## src/rtl/seq_detect_param.sv

```systemverilog
`default_nettype none
// ============================================================================
// seq_detect_param : synchronised serial pattern detector with KMP-style
//                    progress state and a saturating match counter.
// Revision: 1.0
// ============================================================================
module seq_detect_param #(
  parameter int                     PATTERN_LEN = 4,
  parameter logic [PATTERN_LEN-1:0] PATTERN     = 4'b1011,
  parameter bit                     OVERLAP     = 1'b1,
  parameter int                     SYNC_STAGES = 2,
  parameter int                     CNT_W       = 8,
  localparam int                    SW          = $clog2(PATTERN_LEN + 1)
) (
  input  logic             clk,
  input  logic             reset,
  input  logic             next,
  input  logic             in,
  input  logic             clear,
  output logic [SW-1:0]    state_display,
  output logic             out,
  output logic [CNT_W-1:0] match_count
);

  // Bit idx of the pattern in arrival order (idx 0 is the MSB).
  function automatic logic pat_bit(input int idx);
    logic [PATTERN_LEN-1:0] sh;
    sh = PATTERN >> (PATTERN_LEN - 1 - idx);
    return sh[0];
  endfunction

  function automatic int calc_border();
    int  best;
    logic ok;
    best = 0;
    for (int b = 1; b < PATTERN_LEN; b++) begin
      ok = 1'b1;
      for (int i = 0; i < PATTERN_LEN; i++) begin
        if (i < b && pat_bit(i) != pat_bit(PATTERN_LEN - b + i)) ok = 1'b0;
      end
      if (ok) best = b;
    end
    return best;
  endfunction

  // History is pattern prefix of length st followed by b; find the longest
  // pattern prefix that is a suffix of that history.
  function automatic int kmp_next(input int st, input logic b);
    int   best;
    int   idx;
    logic ok;
    logic sb;
    best = 0;
    for (int k = 1; k <= PATTERN_LEN; k++) begin
      ok = (k <= st + 1);
      for (int i = 0; i < PATTERN_LEN; i++) begin
        if (ok && i < k) begin
          idx = st + 1 - k + i;
          sb  = (idx < st) ? pat_bit(idx) : b;
          if (pat_bit(i) != sb) ok = 1'b0;
        end
      end
      if (ok) best = k;
    end
    return best;
  endfunction

  localparam int BORDER = calc_border();

  logic [SYNC_STAGES-1:0] next_sync_q;
  logic [SYNC_STAGES-1:0] in_sync_q;
  logic                   next_prev_q;
  logic [SW-1:0]          state_q, state_d;
  logic [CNT_W-1:0]       cnt_q, cnt_d;
  logic [SW-1:0]          base;
  logic                   step;
  logic                   in_bit;
  int                     nxt_state;

  assign step   = next_sync_q[SYNC_STAGES-1] & ~next_prev_q;
  assign in_bit = in_sync_q[SYNC_STAGES-1];

  always_ff @(posedge clk or negedge reset) begin
    if (!reset) begin
      next_sync_q <= '0;
      in_sync_q   <= '0;
      next_prev_q <= 1'b0;
      state_q     <= '0;
      cnt_q       <= '0;
    end else begin
      next_sync_q <= {next_sync_q[SYNC_STAGES-2:0], next};
      in_sync_q   <= {in_sync_q[SYNC_STAGES-2:0], in};
      next_prev_q <= next_sync_q[SYNC_STAGES-1];
      state_q     <= state_d;
      cnt_q       <= cnt_d;
    end
  end

  // A completed match restarts from the pattern border or from empty.
  assign base = (state_q == SW'(PATTERN_LEN)) ? (OVERLAP ? SW'(BORDER) : '0) : state_q;

  always_comb begin
    state_d   = state_q;
    cnt_d     = cnt_q;
    nxt_state = 0;
    if (clear) begin
      state_d = '0;
    end else if (step) begin
      nxt_state = kmp_next(int'(base), in_bit);
      state_d   = SW'(nxt_state);
      if (nxt_state == PATTERN_LEN && cnt_q != {CNT_W{1'b1}}) begin
        cnt_d = cnt_q + 1'b1;
      end
    end
  end

  assign state_display = state_q;
  assign out           = (state_q == SW'(PATTERN_LEN));
  assign match_count   = cnt_q;

endmodule
`default_nettype wire

```

## config.mk

```make
export PLATFORM = sky130hd
export DESIGN_NAME = seq_detect_param
export DESIGN_NICKNAME = d
export VERILOG_FILES = /design/src/rtl/seq_detect_param.sv
export SDC_FILE = /design/constraint.sdc
export NUM_CORES = 1
export LEC_CHECK = 0
export BUFFER_PORTS_ARGS = -buffer_cell sky130_fd_sc_hd__buf_2
export CELL_PAD_IN_SITES_DETAIL_PLACEMENT = 1
export CELL_PAD_IN_SITES_GLOBAL_PLACEMENT = 1
export CORE_AREA = 2 2 56 69
export CTS_BUF_LIST = sky130_fd_sc_hd__clkbuf_4
export DETAILED_ROUTE_END_ITERATION = 8
export DIE_AREA = 0 0 58 71
export GPL_ROUTABILITY_DRIVEN = 0
export PLACE_DENSITY_LB_ADDON = 0.05
export SLEW_MARGIN = 20
export SYNTH_ARGS = -nofsm -noshare
export SYNTH_HDL_FRONTEND = slang
export SYNTH_SLANG_ARGS = --single-unit
```

## constraint.sdc

```tcl
create_clock -name clk -period 6.65 [get_ports clk]
set_clock_uncertainty 0.1 [all_clocks]
set_input_delay 1.33 -clock clk [delete_from_list [all_inputs] [get_ports clk]]
set_output_delay 1.33 -clock clk [all_outputs]
set_load 0.02 [all_outputs]
```

==> summary.txt, run 1 <==
Status
  – Status: finished, final reports clean

Die
  – Die area: a little over 4000 um2
  – Die width: about 58 um
  – IO Pins: 17
  – Die height: 71 um
  – Starting Density: between 40% and 50%
  – Rows: 24
  – Core ar.: ~3500 um2

Final layout
  – Design Area, Final: about 1800 um2
  – P&R area growth vs syn: 7.49%
  – Core Util, Final: ~51%
  – Most frequent cells in the layout: ha_1 (31), dfrtp_1 (16), buf_2 (16)
  – Antenna Cells: 0
  – FILL cells: approximately 430
  – Share of layout cells above drive strength 1: approximately 15%
  – Nets@finish: 237
  – Most common cell after layout, fill and taps aside: ha_1

STA
  – Setup slack after layout: about 2.7 ns
  – Final Hold Vio Count: 0
  – Final setup viols: 0
  – Final Cycle Share: 59.2%
  – Final Critical Period: ~4 ns
  – Final TNS setup: 0 ns
  – F_max: around 250 MHz
  – Worst Tran Pin Value: a little under 0.7 ns
  – RSZ-0062 raised after global routing: false
  – Final slew viol count: 0
  – Slew HR: between 50 and 60%

Routing
  – Final WL: a little over 4000 um
  – Via count: approximately 1400
  – Wire per inst: ~17 um
  – Final ANT Viol Nets: 0
  – Drt first pass iters: 6
  – Drt drc: 0
  – Via-per-instance ratio: roughly 5.9
  – DR iter-0 viols: 34

Yosys
  – Average size of a mapped cell: just under 9 um2
  – Cell count after synthesis: between 150 and 200
  – Ranking of synthesized cells by area: dfrtp_1 (24%), ha_1 (23%), nand2_1 (3.4%)
  – Synth Register Bits: 16
  – EDFF count, synth: 0
  – Total of warnings raised by yosys: 0
  – Sequential-to-total area share from yosys stat: between 20% and 30%
  – Syn_nets: 221
  – Share of the synthesized area in the top cell type: between 20% and 30%
  – Yosys cell types: between 50 and 60
  – Synth area leader: dfrtp_1
  – Post-synth top flop: dfrtp_1
  – Asr flop ratio synth: between 90% and 100%
  – Post-Synthesis Cell Area: around 1700 um2

GRT
  – First-pass GRT wire length: between 6000 and 7000 um
  – Number of global-route vias before repair: about 1500
  – Total Routing Usage GR: between 20% and 30%
  – Initial antenna violation count: 0
  – Largest net degree at the start of global routing: 17
  – Final global-route overflow total: 0

Clock tree
  – Post-CTS Setup Bufs: 0
  – Num CTS Buffers: 3
  – Resize count post-CTS: 0
  – Num Clock Sinks: 16
  – Clock tree buffer depth: 2
  – Clk pin slew, worst setup/hold paths: roughly 0.1 ns
  – Hold-fix buffers, CTS: 0
  – CTS Root Cell: clkbuf_4
  – CTS H-tree depth: 1
  – CTS tree: built
  – Clk Latency, worst-skew pair: slightly below 0.3 ns

Place
  – DP Worst Slack: ~2.7 ns
  – IO Port Bufs: 16
  – Cell area after placement: approximately 1800 um2
  – Hpwl dp: 3300 um

Critical path
  – CP required: 6.76 ns
  – Max FO, Critical Path: 15
  – Data arrival, critical path: around 4.1 ns
  – Worst Setup Path Type: reg -> reg
  – Worst setup SP type: flip-flop
  – CP Capture Type: flip-flop

Power
  – Power Density: between 100 and 150 nW/um2
  – IR drop worst, VDD: approximately 110 uV
  – Leakage power: 0.844 nW
  – Overall Power: around 210 uW

Flow run
  – Number of max-cap violations: 0

Worst hold path
  – Worst min path class: reg -> reg
path summary, 6_finish.rpt:
path | from | end | slack [ns] | cells after the start
setup / recovery | state_display[1]$_DFFE_PN0P_ | state_display[0]$_DFFE_PN0P_ | 2.71 | 16
hold / removal | in_sync_q[0]$_DFF_PN0_ | in_sync_q[1]$_DFF_PN0_ | 0.25 | 0
setup reg to reg | state_display[1]$_DFFE_PN0P_ | state_display[0]$_DFFE_PN0P_ | 2.71 | 16
hold reg to reg | in_sync_q[0]$_DFF_PN0_ | in_sync_q[1]$_DFF_PN0_ | 0.25 | 0
max in group asynchronous | reset | state_display[2]$_DFFE_PN0P_ | 5.34 | 1
min in group asynchronous | reset | match_count[6]$_DFFE_PN0P_ | 0.83 | 1
synthesized netlist by cell type, drive strengths merged, types with 2 or more instances:
cell / instances
inv: 14
a21oi: 10
or3: 2
o21ai: 6
nor2: 10
nand2b: 5
nand4: 3
a211oi: 2
nor2b: 4
ha: 31
xor2: 3
nand3b: 4
a31oi: 3
buf: 3
nand3: 10
nand2: 16
mux2: 2
nor4: 2
xnor2: 6
nor3: 7
dfrtp: 16
or2: 3
mux2i: 3
clkbuf: 2
area by class of cell:
class                   count  area (um2)  area share (%)
multi-input cells         150        1170            65.8
flip-flops and latches     16         400            22.5
repair buffers             16        80.1            4.50
inverters                  14        52.6            2.96
well taps                  39        48.8            2.74
clock buffers               3        22.5            1.27
clock inverters             1        3.75           0.211
critical path: stages, from the launching register on:
cell and delay (ns):
dfrtp_1 0.61, nand2b_4 0.25, nand2b_1 0.17, ha_1 0.38
ha_1 0.17, nor2b_1 0.18, nand2_1 0.15, and2_1 0.19
ha_1 0.23, inv_1 0.07, ha_1 0.14, nand3_1 0.07
a211oi_1 0.46, o211ai_1 0.15, a22oi_1 0.29, a21oi_1 0.12
o21ai_1 0.13
power breakdown:
part	internal (mW)	switching, mW
sequential	0.0992	0.00322
combinational	0.0212	0.0310
clock	0.0218	0.0305
total	0.142	0.0648
cells by family after synthesis:
group,count (synthesis),synth area share (%)
simple gates,71,25.3
compound gates,34,13.6
fa+ha+maj,31,23.4
buf+inv,19,5.07
flops,16,24.2
xor+xnor,9,5.22
mux,5,3.18
layer usage:
metal	track usage [%]	up-vias	share of wire, %
met5	0	-	0
met4	10.1	0	2.6
met3	0.731	8	1.3
met2	41.0	16	56
met1	24.8	699	40
li1	-	691	-
sequential cells by signal, indices dropped and copies added (netlist names):
register	cells
match_count	8
next_sync_q	2
in_sync_q	2
state_display	3
next_prev_q	1
per-stage QoR:
step | hold WS, ns | std cells
2_1_floorplan | 0.231 | 185
3_3_place_gp | 0.233 | 235
3_5_place_dp | 0.242 | 235
4_1_cts | 0.262 | 239
5_1_grt | 0.272 | 239
6_report | 0.248 | 239
Power figures use the tool's default switching activity.
==> inputs of run 2 (changes only) <==
--- a/config.mk
+++ b/config.mk
@@ -8,10 +8,10 @@
 export BUFFER_PORTS_ARGS = -buffer_cell sky130_fd_sc_hd__buf_2
 export CELL_PAD_IN_SITES_DETAIL_PLACEMENT = 1
 export CELL_PAD_IN_SITES_GLOBAL_PLACEMENT = 1
-export CORE_AREA = 2 2 56 69
+export CORE_AREA = 2 2 58 70
 export CTS_BUF_LIST = sky130_fd_sc_hd__clkbuf_4
 export DETAILED_ROUTE_END_ITERATION = 8
-export DIE_AREA = 0 0 58 71
+export DIE_AREA = 0 0 60 72
 export GPL_ROUTABILITY_DRIVEN = 0
 export PLACE_DENSITY_LB_ADDON = 0.05
 export SLEW_MARGIN = 20
==> constraint.sdc (replaced) <==
create_clock -name clk -period 3.95 [get_ports clk]
set_clock_uncertainty 0.1 [all_clocks]
set_input_delay 0.79 -clock clk [delete_from_list [all_inputs] [get_ports clk]]
set_output_delay 0.79 -clock clk [all_outputs]
set_load 0.02 [all_outputs]
==> run 2 against run 1 <==
  * Sequential share of layout area down 0.44 points
  * Design area is 2.3% higher
  * Cell count rose by 6.3%
  * Clock-buffer cell count unchanged
  * Utilization down 0.97 points
  * Register-to-register slack got worse by 2.4 ns
  * Non-clock buffer count is 2 higher
  * First-iteration DRC count rose by 35%
  * Flip-flop and latch count stayed put
  * Fmax rose by 9.5%
  * Via count is 0.57% higher
  * Critical path depth unchanged
  * Critical path type unchanged
  * Largest cell class unchanged
  * Largest power group unchanged
==> summary.txt, run 2 (same netlist as run 1, synthesis figures left out) <==
Routing
  – DR iter-0 viols: 46 (was 34)
  – Wire per inst: 16.4 um (was 17.0 um)
  – Drt drc: 0 (unchanged)
  – Final ANT Viol Nets: 0 (unchanged)
  – Via count: 1422 (was 1414)
  – Via-per-instance ratio: 5.60 (was 5.92)
  – Drt first pass iters: 4 (was 6)
  – Final WL: 4150 um (was 4060 um)

STA
  – Final Hold Vio Count: 0 (unchanged)
  – F_max: 278 MHz (was 254 MHz)
  – Final Critical Period: 3.60 ns (was 3.94 ns)
  – Worst Tran Pin Value: 0.702 ns (was 0.694 ns)
  – Final slew viol count: 0 (unchanged)
  – Final TNS setup: 0 ns (unchanged)
  – RSZ-0062 raised after global routing: false (unchanged)
  – Hold Slack: 0.257 ns (was 0.248 ns)
  – Final Cycle Share: 91.1% (was 59.2%)
  – Final setup viols: 0 (unchanged)
  – Slew HR: 53.2% (was 53.7%)

Final layout
  – Most common cell after layout, fill and taps aside: ha_1 (unchanged)
  – Most frequent cells in the layout: ha_1 (31), buf_2 (16), nand2_1 (15), dfrtp_1 (15), inv_1 (14) (was ha_1 (31), dfrtp_1 (16), buf_2 (16))
  – Antenna Cells: 0 (unchanged)
  – FILL cells: 447 (was 429)
  – Design Area, Final: 1820 um2 (was 1780 um2)
  – Share of layout cells above drive strength 1: 17.3% (was 15.0%)
  – Nets@finish: 239 (was 237)
  – Largest register FFs: 8 (unchanged)
  – P&R area growth vs syn: 9.98% (was 7.49%)
  – Core Util, Final: 50.1% (was 51.0%)

GRT
  – Final global-route overflow total: 0 (unchanged)
  – Number of global-route vias before repair: 1595 (was 1506)
  – Total Routing Usage GR: 22.5% (was 21.8%)
  – Largest net degree at the start of global routing: 17 (unchanged)
  – Initial antenna violation count: 0 (unchanged)
  – First-pass GRT wire length: 7480 um (was 6960 um)

Power
  – Overall Power: 352 uW (was 207 uW)
  – Power Density: 194 nW/um2 (was 116 nW/um2)
  – IR drop worst, VDD: 153 uV (was 113 uV)
  – Leakage power: 0.853 nW (was 0.844 nW)

Critical path
  – Crit path launch: state_display[0]$_DFFE_PN0P_ (was state_display[1]$_DFFE_PN0P_)
  – Reg2Reg Launch Point: state_display[0]$_DFFE_PN0P_ (was state_display[1]$_DFFE_PN0P_)
  – Data arrival, critical path: 3.69 ns (was 4.05 ns)
  – CP Capture Type: flip-flop (unchanged)
  – Worst Setup Path Type: reg -> reg (unchanged)
  – Max FO, Critical Path: 11 (was 15)
  – CP required: 4.04 ns (was 6.76 ns)
  – Worst setup SP type: flip-flop (unchanged)

Status
  – Status: finished, final reports clean (unchanged)

Clock tree
  – Clk pin slew, worst setup/hold paths: 0.09 ns (was 0.10 ns)
  – Clock tree buffer depth: 2 (unchanged)
  – Num CTS Buffers: 3 (unchanged)
  – CTS tree: built (unchanged)
  – CTS H-tree depth: 1 (unchanged)
  – Hold-fix buffers, CTS: 0 (unchanged)
  – CTS Root Cell: clkbuf_4 (unchanged)
  – Num Clock Sinks: 16 (unchanged)
  – Clk Latency, worst-skew pair: 0.29 ns (about the same)

Die
  – Core ar.: 3630 um2 (was 3480 um2)
  – IO Pins: 17 (unchanged)
  – Die width: 60 um (was 58 um)
  – Starting Density: 45.5% (was 47.5%)
  – Die height: 72 um (was 71 um)
  – Rows: 24 (unchanged)
  – Die area: 4320 um2 (was 4120 um2)

Place
  – Cell area after placement: 1780 um2 (was 1750 um2)
  – Hpwl dp: 3450 um (was 3300 um)
  – IO Port Bufs: 16 (unchanged)

Worst hold path
  – HP Start: next_sync_q[0]$_DFF_PN0_ (was in_sync_q[0]$_DFF_PN0_)
  – Worst min path class: reg -> reg (unchanged)

Flow run
  – Number of max-cap violations: 0 (unchanged)
[run 2: report_power, final]
part	internal [mW]	switching, mW
Combinational	0.0369	0.0533
Sequential	0.167	0.00483
Clock	0.0368	0.0536
Total	0.241	0.112
[run 2: worst paths after layout]
kind	endpoint	slack (ns)	depth (start not counted)
max	state_display[0]$_DFFE_PN0P_	0.35	16
min reg2reg	next_sync_q[1]$_DFF_PN0_	0.26	0
max reg2reg	state_display[0]$_DFFE_PN0P_	0.35	16
min in group asynchronous	match_count[1]$_DFFE_PN0P_	0.29	1
min	next_sync_q[1]$_DFF_PN0_	0.26	0
max in group asynchronous	state_display[1]$_DFFE_PN0P_	3.17	1
[run 2: critical path, stage by stage, from the launching register on]
cell      delay [ns]
dfrtp_1         0.50
nor2b_1         0.21
o21ai_0         0.25
o21a_1          0.28
ha_1            0.17
nor2b_1         0.16
nand2_1         0.15
and2_1          0.20
ha_1            0.24
inv_1           0.08
ha_1            0.13
nand3_1         0.08
a211oi_2        0.36
a221o_1         0.23
a22oi_1         0.09
a21oi_1         0.18
o21ai_1         0.07
[run 2: cell type report]
| class | count | area (um2) | area share [%] |
|---|---|---|---|
| clock buffers | 3 | 22.5 | 1.24 |
| clock inverters | 1 | 3.75 | 0.206 |
| inverters | 14 | 52.6 | 2.89 |
| multi-input cells | 150 | 1180 | 64.8 |
| flip-flops and latches | 16 | 402 | 22.1 |
| well taps | 52 | 65.1 | 3.58 |
| repair buffers | 18 | 95.1 | 5.23 |
[run 2: timing repair]
| item | in CTS | in global routing |
|---|---|---|
| buffers inserted | 0 | 0 |
| resized for setup | 0 | 3 |
| setup endpoints to repair | 0 | 7 |
| endpoints found under the hold margin | 0 | 0 |
[run 2: layer usage]
metal / vias up / track usage (%) / part of all wire (%)
met1: 692 / 25.8 / 39
met3: 11 / 1.78 / 2.5
li1: 694 / - / -
met5: - / 0 / 0
met2: 25 / 42.0 / 56
met4: 0 / 8.40 / 2.8
[run 2: stage by stage]
step           setup WS [ns]  std cells
6_report               0.351        254
4_1_cts               0.0751        254
3_5_place_dp          0.0778        250
5_1_grt               0.0610        254
2_1_floorplan          0.379        185
3_3_place_gp           0.267        250
